## config.mk

```make
export PLATFORM = sky130hd
export DESIGN_NAME = operand_stack
export DESIGN_NICKNAME = d
export VERILOG_FILES = /design/src/rtl/operand_stack.sv
export SDC_FILE = /design/constraint.sdc
export NUM_CORES = 2
export LEC_CHECK = 0
export CORE_UTILIZATION = 44
export DETAILED_ROUTE_END_ITERATION = 10
export GPL_TIMING_DRIVEN = 0
export SLEW_MARGIN = 10
export SYNTH_ARGS = -nofsm -noshare
export SYNTH_HDL_FRONTEND = slang
export SYNTH_SLANG_ARGS = --single-unit
export TNS_END_PERCENT = 1
```

## constraint.sdc

```tcl
create_clock -name clk -period 4.4 [get_ports clk]
set_clock_uncertainty 0.1 [all_clocks]
set_input_delay 0.88 -clock clk [delete_from_list [all_inputs] [get_ports clk]]
set_output_delay 0.88 -clock clk [all_outputs]
set_load 0.1 [all_outputs]
```

## src/rtl/operand_stack.sv

```systemverilog
// ---------------------------------------------------------------------------
// operand_stack
//   LIFO operand store for the control FSM. A rising edge on `trigger` starts
//   one operation: push (`push`=1, stores `wrdata`) or pop (`push`=0, returns
//   the top word on `rddata`). Each operation finishes with a one-cycle `done`
//   pulse. On a pop, `rddata` is valid in the `done` cycle and holds its value
//   afterwards. Pushing while full and popping while empty leave the stack
//   unchanged and raise the sticky `overflow` / `underflow` flags.
//
// Build option:
//   STACK_FASTPOP_EN  defined     : combinational array read, so a pop
//                                   completes in one cycle like a push.
//                     not defined : synchronous-read array (block RAM), so a
//                                   pop passes through RD and takes two cycles.
//
// Ports:
//   clk        in   1        system clock
//   rst        in   1        synchronous active-high reset
//   trigger    in   1        operation request, rising edge starts one op
//   push       in   1        1 = push, 0 = pop (sampled with the trigger edge)
//   wrdata     in   WIDTH    push data (sampled with the trigger edge)
//   rddata     out  WIDTH    popped word, valid while done=1, held after
//   done       out  1        one-cycle completion pulse
//   count      out  AW+1     current occupancy, 0..DEPTH
//   empty      out  1        count == 0
//   full       out  1        count == DEPTH
//   overflow   out  1        sticky: push attempted while full
//   underflow  out  1        sticky: pop attempted while empty
//   dbg_state  out  2        FSM state (0 = IDLE, 1 = RD, 2 = ACK)
//
// Handshake: control raises `trigger`; the stack samples only the rising edge
// and only while idle. `done` is high for exactly one cycle, and that cycle is
// the last busy one, so an edge that becomes visible in the following cycle
// starts the next operation immediately. Edges seen while busy are dropped.
// ---------------------------------------------------------------------------
module operand_stack #(
    parameter int WIDTH = 32,
    parameter int DEPTH = 64
) (
    input  logic                     clk,
    input  logic                     rst,
    input  logic                     trigger,
    input  logic                     push,
    input  logic [WIDTH-1:0]         wrdata,
    output logic [WIDTH-1:0]         rddata,
    output logic                     done,
    output logic [$clog2(DEPTH):0]   count,
    output logic                     empty,
    output logic                     full,
    output logic                     overflow,
    output logic                     underflow,
    output logic [1:0]               dbg_state
);

    localparam int AW = $clog2(DEPTH);

    typedef enum logic [1:0] {
        IDLE = 2'd0,
        RD   = 2'd1,
        ACK  = 2'd2
    } state_t;

    state_t           r_state;
    state_t           w_next;

    logic [WIDTH-1:0] r_mem [DEPTH];
    logic [AW:0]      r_sp;
    logic             r_trig_q;
    logic [WIDTH-1:0] r_rddata;
    logic             r_overflow;
    logic             r_underflow;

    logic             w_start;
    logic             w_empty;
    logic             w_full;
    logic [AW:0]      w_sp_m1;

`ifndef STACK_FASTPOP_EN
    // Registered read address and a flag telling RD whether the pop was real
    // (an underflowing pop returns zero instead of array data).
    logic [AW-1:0]    r_rd_addr;
    logic             r_pop_ok;
`endif

    // The pointer is one bit wider than the array index, so it never wraps
    // and full/empty come straight from its value.
    assign w_empty = (r_sp == '0);
    assign w_full  = (r_sp == (AW+1)'(DEPTH));
    assign w_sp_m1 = r_sp - 1'b1;

    // Rising edge of trigger, accepted only while idle.
    assign w_start = trigger & ~r_trig_q & (r_state == IDLE);

    // -----------------------------------------------------------------------
    // FSM
    // -----------------------------------------------------------------------
    always_ff @(posedge clk) begin
        if (rst) begin
            r_state <= IDLE;
        end else begin
            r_state <= w_next;
        end
    end

    always_comb begin
        w_next = r_state;
        case (r_state)
            IDLE: begin
                if (w_start) begin
`ifdef STACK_FASTPOP_EN
                    w_next = ACK;
`else
                    w_next = push ? ACK : RD;
`endif
                end
            end
            RD:      w_next = ACK;
            ACK:     w_next = IDLE;
            default: w_next = IDLE;
        endcase
    end

    // -----------------------------------------------------------------------
    // Pointer, flags, read data
    // -----------------------------------------------------------------------
    always_ff @(posedge clk) begin
        if (rst) begin
            r_sp        <= '0;
            r_trig_q    <= 1'b0;
            r_rddata    <= '0;
            r_overflow  <= 1'b0;
            r_underflow <= 1'b0;
`ifndef STACK_FASTPOP_EN
            r_rd_addr   <= '0;
            r_pop_ok    <= 1'b0;
`endif
        end else begin
            r_trig_q <= trigger;
            if (w_start) begin
                if (push) begin
                    if (w_full) begin
                        r_overflow <= 1'b1;
                    end else begin
                        r_sp <= r_sp + 1'b1;
                    end
                end else begin
                    if (w_empty) begin
                        r_underflow <= 1'b1;
`ifdef STACK_FASTPOP_EN
                        r_rddata    <= '0;
`else
                        r_pop_ok    <= 1'b0;
`endif
                    end else begin
                        r_sp <= w_sp_m1;
`ifdef STACK_FASTPOP_EN
                        r_rddata  <= r_mem[w_sp_m1[AW-1:0]];
`else
                        r_rd_addr <= w_sp_m1[AW-1:0];
                        r_pop_ok  <= 1'b1;
`endif
                    end
                end
            end
`ifndef STACK_FASTPOP_EN
            // Synchronous read: address was registered in the start cycle.
            if (r_state == RD) begin
                r_rddata <= r_pop_ok ? r_mem[r_rd_addr] : '0;
            end
`endif
        end
    end

    // Array storage is never cleared; only the pointer defines what is valid.
    always_ff @(posedge clk) begin
        if (!rst && w_start && push && !w_full) begin
            r_mem[r_sp[AW-1:0]] <= wrdata;
        end
    end

    assign rddata    = r_rddata;
    assign done      = (r_state == ACK);
    assign count     = r_sp;
    assign empty     = w_empty;
    assign full      = w_full;
    assign overflow  = r_overflow;
    assign underflow = r_underflow;
    assign dbg_state = r_state;

endmodule

```

== Yosys cells after proc, flatten, opt, wreduce, memory -nomap -nowiden ==
Memory sizes are Yosys's and may differ from the RTL's. A register that Yosys moved wholly into a read port is not among the register bits.
Cells that the tools add are included.
Word-level totals
  RAM bits: 2048
  memories kept: 1
  output and inout bits: 46
  logic and storage cells: 46
  register bits: 51
  bits of input ports: 36
Memories
  r_mem: words 64, bits a word 32, rd ports 1, clocked after Yosys merged registers in 1, write ports 1, line 66  | logic [WIDTH-1:0] r_mem [DEPTH];
Operators by class
  add/subtract/negate cells: 2
  bitwise operators: 5
  muxes and demuxes: 12
  equal/unequal tests: 6
  reductions and logical operators: 12
Operators with widths (count)
  two-way mux 32 bit: 1
  two-way mux 7 bit: 3
  two-way mux 6 bit: 2
  AND reduction 3 bit: 4
  adder 7 x 1 -> 7 bit, second input constant: 1
  equality test 7 bit, second input constant: 1
  zero test 7 bit: 1
  subtractor 7 x 1 -> 7 bit, second input constant: 1
  != test 2 bit, second input constant: 3
  two-way mux 2 bit: 2
  one-hot mux 2 bit (2 select lines): 1
  logical AND 1 bit: 3
  two-way mux 1 bit: 3
  inverter 1 bit: 3
  bitwise AND 1 bit: 2
  equality test 2 x 1 -> 1 bit, second input constant: 1
  equality test 2 bit, second input constant: 1
  zero test 1 bit: 2
  zero test 2 bit: 1
  AND reduction 2 bit: 1

== Longest topological paths before layout ==
  depth after elaboration: 8
  gate-level depth with buffers: 12
  gate-level depth less buffers: 8

== Worst setup path before layout ==
No wires, ideal clock.
  path kind: register -> register
  start point: reg r_sp[4], in the netlist count[4]
  end point: mem r_mem[30][0], enable pin
  stages on the path, launching flop included: 7
  data arrival time: 4643 ps
  slack: -735 ps
  period minus slack after synthesis: 5135 ps
  data required time: 3907 ps
  path buffers: 1
  setup time: 393 ps
  cell sequence: dfxtp_1 > or3_1 > clkbuf_1 > nor3_1 > nor4_1 > nand3_1 > nor2_1
Between the ends
  word-level cells in the longest chain between the ends: 5
RTL lines
  from (decl): line 67  | logic [AW:0] r_sp;
  from (signal assigned): line 144  | r_sp <= r_sp + 1'b1;
  from (signal assigned): line 155  | r_sp <= w_sp_m1;
  equality test 7 bit: line 88  | assign w_full = (r_sp == (AW+1)'(DEPTH));
  named net full: line 49  | output logic full,
  zero test 1 bit: line 176  | if (!rst && w_start && push && !w_full) begin
  logical AND 1 bit: line 176
  two-way mux 1 bit: line 176
  two-way mux 1 bit (implied by the code): line 177  | r_mem[r_sp[AW-1:0]] <= wrdata;
  to (decl): line 66
The timed path passes the listed nets, and every way through them passes these cells.

==> run summary <==
H-tree depth = 4
top cell type's share of synthesized area = 75.84%
Nets = 4,288
Async SR Flop Fraction = 0%
fin crit share = 109.1%
ratio of total power to cell area = 457.3 mW/mm^2
Total Power = 0.04362 W
Worst EP arrival = 5.45 ns
synth-to-layout area growth = 17.63%
Flop pwr share = 50.6%
die span in x = 431.3 microns
min Tclk post-route = 4.798 ns
CTS Buf Count = 205
per-cell routed wire length = 41.36 microns
FILL cells = 14,340
IO Port Bufs = 79
Yosys cell types = 64
vias in the first global route = 42,900
Die H = 431.3 microns
crit-path max FO = 10
FF-to-FF setup slack = -0.40 ns
share of total power in combinational logic = 9.8%
#FFs+latches synth = 2,105
detailed-route via count = 45,050
endpoints failing setup = 12
CP endpoint kind = flip-flop
failing checks = setup timing
Post-Synthesis Cells = 3,806
Critical Path Max Stage Delay = 1.01 ns
first-pass GRT wire length = 377.7 mm
initial antenna violation count = 16
grt ovf = 0
EDFF count, synth = 2,048
# IOs = 82
HPWL Detailed = 193.4 mm
Final Hold Vio Count = 0
final wirelength = 285.3 mm
Synth Area per Inst = 21.31 sq um
Syn Nets = 3,844
total clock sinks = 2,105
FF-to-FF End = rddata[31]$_SDFFE_PP0P_
switching share of power = 24.38%
most frequent cell after synthesis = edfxtp_1
Worst setup SP type = flip-flop
WP data required = 5.05 ns
Initial Util = 44.29%
crit-path cells = buf_2, buf_2, buf_2, nand2_1, o22ai_1, a211oi_1, a32o_1
latest clock arrival within the worst-skew pair = 0.86 ns
DRT iter0 DRCs = 8,505
P_int = 0.03298 W
number of vias per cell = 6.529
area leader, netlist = edfxtp_1
Crit path top cell by count = buf_2
unrepaired setup endpoints after global routing = yes
VDD IR max = 434.2 uV
layout cells sized above 1 = 26.68%
DP Worst Slack = -0.7586 ns
Core ar. = 0.1831 sq mm
Core Rows = 157
fin. max-slew vios = 0
DIE AREA = 0.1860 sq mm
Ys Warns = 0
Final ANT Viol Nets = 0
MaxCap Viol Count = 0
clock power share = 39.6%
sequential area share after synthesis = 77.25%
Area contributors post-synth = edfxtp_1 76%, mux4_2 12%, mux2i_1 2.6%, dfxtp_1 1.4%, buf_4 0.67%
Clock Tree Buf Depth = 3
Slowest cell on crit path = o22ai_1
status = complete, but fails checks
R2R cell count = 7
Rel. slew slack = 0.9863%
main flop type after synthesis = edfxtp_1
clk slew on worst S/H paths = 0.06 ns
Total GRT Usage = 30.59%
Final TNS setup = -1.764 ns
NetSw = 0.01063 W
Post-Syn Area = 0.08109 sq mm
Hold Buf Count CTS = 0
Static Leakage = 29.09 nW
DR pass1 iterations = 6
Hold Path End = r_mem[60][9]$_DFFE_PP_
largest net degree at the start of global routing = 65
CP Class = reg2reg
drt drc = 0
gp weighted congestion = 0.9230
Worst Slack Setup Final = -0.3983 ns
commonest cells in the netlist = 2,048 x edfxtp_1, 426 x mux4_2, 211 x mux2i_1
Slew @ Worst Pin = 1.485 ns
type of the most critical hold path = in2reg
Max Freq = 208.4 MHz
Root Driver = clkbuf_16
Hold Path Depth = 1
CTS tree = done
Hold Crit Start = wrdata[9]
==> area by class of cell <==
type	instances	area, sq um	area share, %
Clock buffer	302	5738	6.016
Timing Repair Buffer	237	4183	4.385
Clock inverter	78	750.7	0.7871
Buffer	212	1374	1.440
Tap cell	2464	3083	3.232
Antenna cell	12	30.03	0.03148
Sequential cell	2105	62640	65.67
Inverter	5	18.77	0.01968
Multi-Input combinational cell	1484	17570	18.42
==> kinds of logic (layout without fill, tap and decap cells) <==
| group | Yosys count | count (layout) | share of synthesized area, % |
|---|---|---|---|
| adders and majority gates | 2 | 2 | 0.03085 |
| buffers and inverters | 217 | 834 | 1.697 |
| other | 0 | 12 | 0 |
| DFF | 2105 | 2105 | 77.25 |
| and+or+nand+nor | 450 | 450 | 2.606 |
| AOI/OAI and AO/OA | 336 | 336 | 2.989 |
| muxes | 686 | 686 | 15.32 |
| xor gates and xnor gates | 10 | 10 | 0.1080 |
==> timing repair <==
action / 4_1_cts / 5_1_grt
pin swaps: 1 / 0
setup buffers: 1 / 0
resized for setup: 9 / 1
endpoints found under the setup margin: 452 / 48
gates cloned: 0 / 0
==> critical path: cells and delay by family, from the launching register on <==
family | cells | cell delay [ns]
buf+inv | 3 | 1.88
compound gates | 3 | 1.72
flops | 1 | 0.63
simple gates | 1 | 0.32
==> stage by stage <==
| step | instance area (sq um) | std cells | utilization (%) | hold WS, ns |
|---|---|---|---|---|
| final | 95380 | 6899 | 52.10 | 0.2807 |
| after global routing | 95350 | 6887 | 52.08 | 0.2794 |
| after CTS | 95350 | 6887 | 52.08 | 0.2271 |
| after detailed placement | 88840 | 6506 | 48.52 | 0.3653 |
| after global placement | 84970 | 6349 | 46.41 | 0.3673 |
| after floorplan | 81090 | 3806 | - | 0.3734 |
==> how the worst max path moves through the flow <==
stage                               start                      end  slack (ns)  cells after the start
global placement                  trigger    r_mem[0][6]$_DFFE_PP_       -3.52                      7
detailed placement                trigger  r_mem[46][21]$_DFFE_PP_       -0.76                      8
finish                          flip-flop  rddata[31]$_SDFFE_PP0P_       -0.40                      7
global route                    flip-flop  rddata[31]$_SDFFE_PP0P_       -0.19                      7
CTS                             flip-flop  rddata[31]$_SDFFE_PP0P_       0.009                      7
floorplan           count[0]$_SDFFE_PP0P_   r_mem[63][0]$_DFFE_PP_       -0.21                      7
==> power by group through the flow <==
stage / Combinational [W] / Sequential, W / Clock (W)
floorplan: 0.00202 / 0.0226 / 0
global placement: 0.00401 / 0.0225 / 0
detailed placement: 0.00415 / 0.0225 / 0
CTS: 0.00417 / 0.0221 / 0.0173
global route: 0.00429 / 0.0221 / 0.0180
finish: 0.00427 / 0.0221 / 0.0173
==> metal layers <==
layer / vias to the layer above / GRT usage, % / share of wire, %
li1: 16890 / - / -
met1: 23860 / 40.85 / 36
met2: 3576 / 45.07 / 44
met3: 703 / 8.499 / 13
met4: 14 / 17.86 / 6.8
met5: - / 0 / 0.031
==> placed cells by master, fill, tap and decap left out, types with 43 or more instances in the layout <==
cell / Yosys / routed
dfxtp_1: 57 / 57
buf_12: 4 / 107
buf_16: 0 / 53
edfxtp_1: 2048 / 2048
clkbuf_16: 0 / 208
mux4_2: 426 / 426
buf_2: 61 / 95
mux2i_1: 211 / 211
clkdlybuf4s50_1: 0 / 45
a22oi_1: 62 / 62
nor2_1: 124 / 57
buf_4: 72 / 73
clkbuf_1: 43 / 114
nor2b_1: 43 / 43
nand3_1: 56 / 56
nand2_1: 123 / 123
nor2_4: 0 / 64
==> flip-flops by register name (all words and copies together), names as in the netlist, named ones only <==
signal     count
dbg_state      2
overflow       1
r_rd_addr      6
r_pop_ok       1
r_mem       2048
r_trig_q       1
underflow      1
rddata        32
count          7
Power figures use the tool's default switching activity.
